===== config.mk =====
export PLATFORM = sky130hd
export DESIGN_NAME = piso_serializer
export DESIGN_NICKNAME = d
export VERILOG_FILES = /design/src/rtl/piso_serializer.sv
export SDC_FILE = /design/constraint.sdc
export NUM_CORES = 1
export LEC_CHECK = 0
export ABC_AREA = 1
export BUFFER_PORTS_ARGS = -buffer_cell sky130_fd_sc_hd__buf_4
export CAP_MARGIN = 20
export CORE_MARGIN = 3
export CORE_UTILIZATION = 50
export DETAILED_ROUTE_END_ITERATION = 6
export MAX_ROUTING_LAYER = met4
export PLACE_DENSITY = 0.75
export SYNTH_ARGS = -nofsm -noshare
export SYNTH_HDL_FRONTEND = slang
export SYNTH_SLANG_ARGS = --single-unit

===== constraint.sdc =====
create_clock -name clk -period 2 [get_ports clk]
set_input_delay 0.3 -clock clk [delete_from_list [all_inputs] [get_ports clk]]
set_output_delay 0.3 -clock clk [all_outputs]
set_load 0.02 [all_outputs]

===== src/rtl/piso_serializer.sv =====
// Parallel-in, serial-out transmitter: WIDTH-bit word over valid/ready, sent MSB-first.
// Define PISO_PARITY_EN to append an even-parity bit to every frame.
module piso_serializer #(
  parameter int WIDTH = 8
) (
  input  logic             clk,
  input  logic             rst_n,
  input  logic [WIDTH-1:0] din,
  input  logic             din_valid,
  output logic             din_ready,
  output logic             sdo,
  output logic             sfrm,
  output logic             busy,
  output logic             done
);

  localparam int CW = $clog2(WIDTH + 1);

  localparam logic [1:0] IDLE   = 2'd0;
  localparam logic [1:0] SHIFT  = 2'd1;
`ifdef PISO_PARITY_EN
  localparam logic [1:0] PARITY = 2'd2;
`endif

  logic [1:0]       state;
  logic [WIDTH-2:0] rest;
  logic [CW-1:0]    cnt;
`ifdef PISO_PARITY_EN
  logic             par;
`endif

  assign din_ready = (state == IDLE);
  assign busy      = ~din_ready;

  // The MSB goes straight to sdo on accept, so only the remaining WIDTH-1 bits are held.
  always_ff @(posedge clk) begin
    if (!rst_n) begin
      state <= IDLE;
      rest  <= '0;
      cnt   <= '0;
      sdo   <= 1'b0;
      sfrm  <= 1'b0;
      done  <= 1'b0;
`ifdef PISO_PARITY_EN
      par   <= 1'b0;
`endif
    end else begin
      done <= 1'b0;
      case (state)
        IDLE: begin
          if (din_valid) begin
            rest  <= din[WIDTH-2:0];
            cnt   <= '0;
            sdo   <= din[WIDTH-1];
            sfrm  <= 1'b1;
            state <= SHIFT;
`ifdef PISO_PARITY_EN
            par   <= ^din;
`endif
          end
        end
        SHIFT: begin
          cnt  <= cnt + 1'b1;
          rest <= rest << 1;
          if (cnt == CW'(WIDTH - 1)) begin
`ifdef PISO_PARITY_EN
            sdo   <= par;
            state <= PARITY;
`else
            sdo   <= 1'b0;
            sfrm  <= 1'b0;
            done  <= 1'b1;
            state <= IDLE;
`endif
          end else begin
            sdo <= rest[WIDTH-2];
          end
        end
`ifdef PISO_PARITY_EN
        PARITY: begin
          sdo   <= 1'b0;
          sfrm  <= 1'b0;
          done  <= 1'b1;
          state <= IDLE;
        end
`endif
        default: state <= IDLE;
      endcase
    end
  end

endmodule


* Word-level counts from Yosys, hierarchy flattened
Index checks and enable logic that the tools add are counted.
** Word-level totals
- Flip-flop bits (word level) :: 16
- Input bits :: 11
- Output and inout bits :: 5
- Word-level logic and storage cells :: 32
** Operators by class
- Add/subtract/negate cells :: 1
- Equal/unequal tests :: 4
- Mux-type cells :: 14
- Bitwise logic cells :: 1
- Reduce and logical (&&, ||, !) cells :: 6
** Operators with widths (number)
- $pmux W7 S2 :: 1
- $pmux W4 S2 :: 1
- $mux W7 :: 1
- $reduce_and A2 Y1 :: 3
- $mux W1 :: 5
- $add A4 B1 Y4 const B :: 1
- $eq A4 B3 Y1 const B :: 1
- $mux W2 :: 2
- $mux W4 :: 1
- $ne A2 B2 Y1 const B :: 2
- $pmux W1 S2 :: 2
- $pmux W2 S2 :: 1
- $reduce_and A3 Y1 :: 1
- $eq A2 B1 Y1 const B :: 1
- $logic_not A2 Y1 :: 1
- $reduce_bool A2 Y1 :: 1
- $not A1 Y1 :: 1

* Longest topological paths before layout
- Depth after elaboration :: 3
- Mapped depth :: 6
- Mapped depth without buffers :: 5

* Worst setup path after synthesis
OpenSTA, ideal clock, no wires.
- Kind :: register to register
- From :: register sfrm (netlist name)
- To :: register cnt[2]
- Library setup time :: 0.119 ns
- Data arrival time :: 0.961 ns
- Data required time :: 1.881 ns
- Path slack :: 0.920 ns
- Cell stages (with the launch flop) :: 5
- Buffers on the path :: 1
- Clock period less this slack :: 1.080 ns
- Cells stage by stage :: dfxtp_1 -> buf_4 -> nand2_1 -> o21ai_0 -> a21oi_1
** RTL lines
- to (signal assigned) :: line 63 : cnt <= cnt + 1'b1;
- to (decl) :: line 27 : logic [CW-1:0] cnt;

==> impl_metrics.tcl <==
set metrics [dict create \
    comb_power_share_pct 15.9 \
    n_antenna_cell 0 \
    synth_area_sq_um 653 \
    p_leak_uw 0.000389 \
    synth_xor_area_share_pct 0 \
    reg2reg_slack_ns 0.74 \
    hold_path_depth 3 \
    slew_headroom_pct 66.6 \
    critPathLaunchType "flop" \
    p_clk_share_pct 28.1 \
    finalHoldViolations 0 \
    grt_remaining_overflow 0 \
    cp_max_fo 15 \
    rr_worst_depth 5 \
    grt_antenna_before_repair 0 \
    clkTransAtPathRegs_ns 0.08 \
    wl_met2_um 560 \
    endpoint_kind "output pin" \
    track_usage_pct 15.8 \
    fin_cells 123 \
    finalSetupViolCount 0 \
    wl_met3_um 54 \
    wirelength_mm 1.26 \
    port_buffers 15 \
    pwr-share-seq_pct 56.0 \
    holdPathEnd "rest[0]$_SDFFE_PN0P_" \
    dp_hpwl_um 905 \
    die_h_um 42.1 \
    vias 597 \
    drt.antenna.violating_nets 0 \
    core_sq_um 1170 \
    intPower_uw 401 \
    r2r_end "rest[1]$_SDFFE_PN0P_" \
    crit_arrival_ns 1.35 \
    die_area_sq_um 1780 \
    drive_gt1_share_pct 20.2 \
    post-route-min-period_ns 1.65 \
    synthAdderAreaFrac_pct 1.92 \
    avgRoutedWirePerCell_um 10.3 \
    fin_area_sq_um 769 \
    clockRootBuffer "clkbuf_4" \
    synth_cell_types 16 \
    critical_path_class "reg -> out" \
    ios 16 \
    synth_top_family_by_area "simple AND/OR/NAND/NOR gates" \
    synthCells 96 \
    areaGrowthSynthToFinish_pct 17.8 \
    cts_tree "yes" \
    drc 0 \
    hp-class "in -> reg" \
    clock_latency_ns 0.26 \
    start_util_pct 55.8 \
    final_max_slew_viol_count 0 \
    drv_cap 0 \
    synth-compound-area-share_pct 7.47 \
    place_area_sq_um 747 \
    ys_ff_latch 14 \
    nNetsFinal 123 \
    ir_drop_v 0.000496 \
    tightest_slew_ns 0.500 \
    cts_sinks 14 \
    power_density_nw_per_um2 712 \
    power.net_switching_uw 147 \
    numCtsBuffers 3 \
    status "finished clean" \
    nFillCells 113 \
    max_freq_mhz 605 \
    post-route-period-util_pct 82.7 \
    postCtsSetupBuffers 0 \
    avgSynthCellArea_sq_um 6.80 \
    yosys.area_share.simple_pct 34.7 \
    grt_pass1_wl_mm 2.20 \
    worstReg2RegStart "sfrm$_SDFFE_PN0P_" \
    drt_first_pass_iters 4 \
    top_layer "met4" \
    ctsHoldBuffers 0 \
    viasPerCell 4.85 \
    finClkSkew_ns 0.00283 \
    rsz0062_at_grt "no" \
    post-place-cells 120 \
    wl_met1_um 637 \
    post_cts_resize_count 0 \
    min-delay-start "din[0]" \
    finalSetupTns_ns 0 \
    drtIter0Drc 4 \
    yosys_warnings 0 \
    fin_hold_ws_ns 0.309 \
    clock_path_buffers 2 \
    htreeDepth 1 \
    place_congestion 0.763 \
    grt_max_degree 16 \
    final_common_cell "nand2_1" \
    grt_pass1_vias 530 \
    synth_mux_area_share_pct 0 \
    ys_seq_area_share_pct 42.9 \
    layout_common_cells "nand2_1 (32), buf_4 (15), nand3_1 (14), dfxtp_1 (14), inv_1 (12)" \
    die_w_um 42.1 \
    crit_required_ns 1.70 \
    switching_share_pct 26.8 \
    core.rowCount 12 \
    synth_nets 108 \
]
[cell type report]
class | instances | area (sq um) | area share, %
tap | 14 | 17.5 | 2.28
inverter | 13 | 48.8 | 6.34
clock buffer | 3 | 22.5 | 2.93
sequential | 14 | 280 | 36.4
multi-input combinational | 64 | 288 | 37.4
timing repair buffer | 15 | 113 | 14.6
[critical path: stages, from the launching register on]
cell and delay (ns):
dfxtp_1 0.64, inv_2 0.23, buf_4 0.21
[Yosys cell counts]
master	number	area, sq um
a21oi_1	6	30.0
a21oi_2	1	8.76
buf_2	2	10.0
buf_4	2	15.0
buf_6	1	11.3
dfxtp_1	14	280
ha_1	1	12.5
inv_1	12	45.0
inv_2	1	3.75
nand2_1	32	120
nand2_2	1	6.26
nand3_1	14	70.1
nor2_1	5	18.8
nor2_2	1	6.26
nor3_1	1	5.00
o21ai_0	2	10.0
[kinds of logic after synthesis]
group / after synthesis
buf+inv: 18
simple gates: 54
compound gates: 9
flops: 14
fa+ha+maj: 1
[metal layers]
metal | vias to the layer above | GRT usage, %
met3 | 2 | 3.86
met1 | 262 | 19.5
met4 | 0 | 1.86
met2 | 9 | 26.9
met5 | - | -
li1 | 324 | -
[flip-flops by register name (all words and copies together), names as in the netlist]
name,flops
done,1
rest,7
sdo,1
sfrm,1
cnt,4
[how the worst max path moves through the flow]
stage,from,to,slack (ns),depth (start not counted)
after CTS,sfrm$_SDFFE_PN0P_,din_ready,0.36,2
after global placement,sfrm$_SDFFE_PN0P_,din_ready,0.69,2
after detailed placement,sfrm$_SDFFE_PN0P_,din_ready,0.66,2
after global routing,sfrm$_SDFFE_PN0P_,din_ready,0.25,2
after floorplan,sfrm$_SDFFE_PN0P_,cnt[2]$_SDFFE_PN0P_,0.92,4
final,sfrm$_SDFFE_PN0P_,din_ready,0.35,2
[stage by stage]
step / util [%] / power (uW) / setup WS (ns)
after global placement: 63.8 / 399 / 0.687
after floorplan: - / 373 / 0.920
after detailed placement: 63.8 / 401 / 0.656
after CTS: 65.7 / 554 / 0.357
final: 65.7 / 548 / 0.347
after global routing: 65.7 / 582 / 0.252
[power by group through the flow]
stage,combinational (uW),sequential (uW),clock [uW]
after floorplan,61.0,312,0
after global placement,86.4,313,0
after detailed placement,87.8,313,0
after CTS,88.1,307,160
after global routing,97.3,310,174
final,87.3,307,154
(Power assumes the default switching activity.)
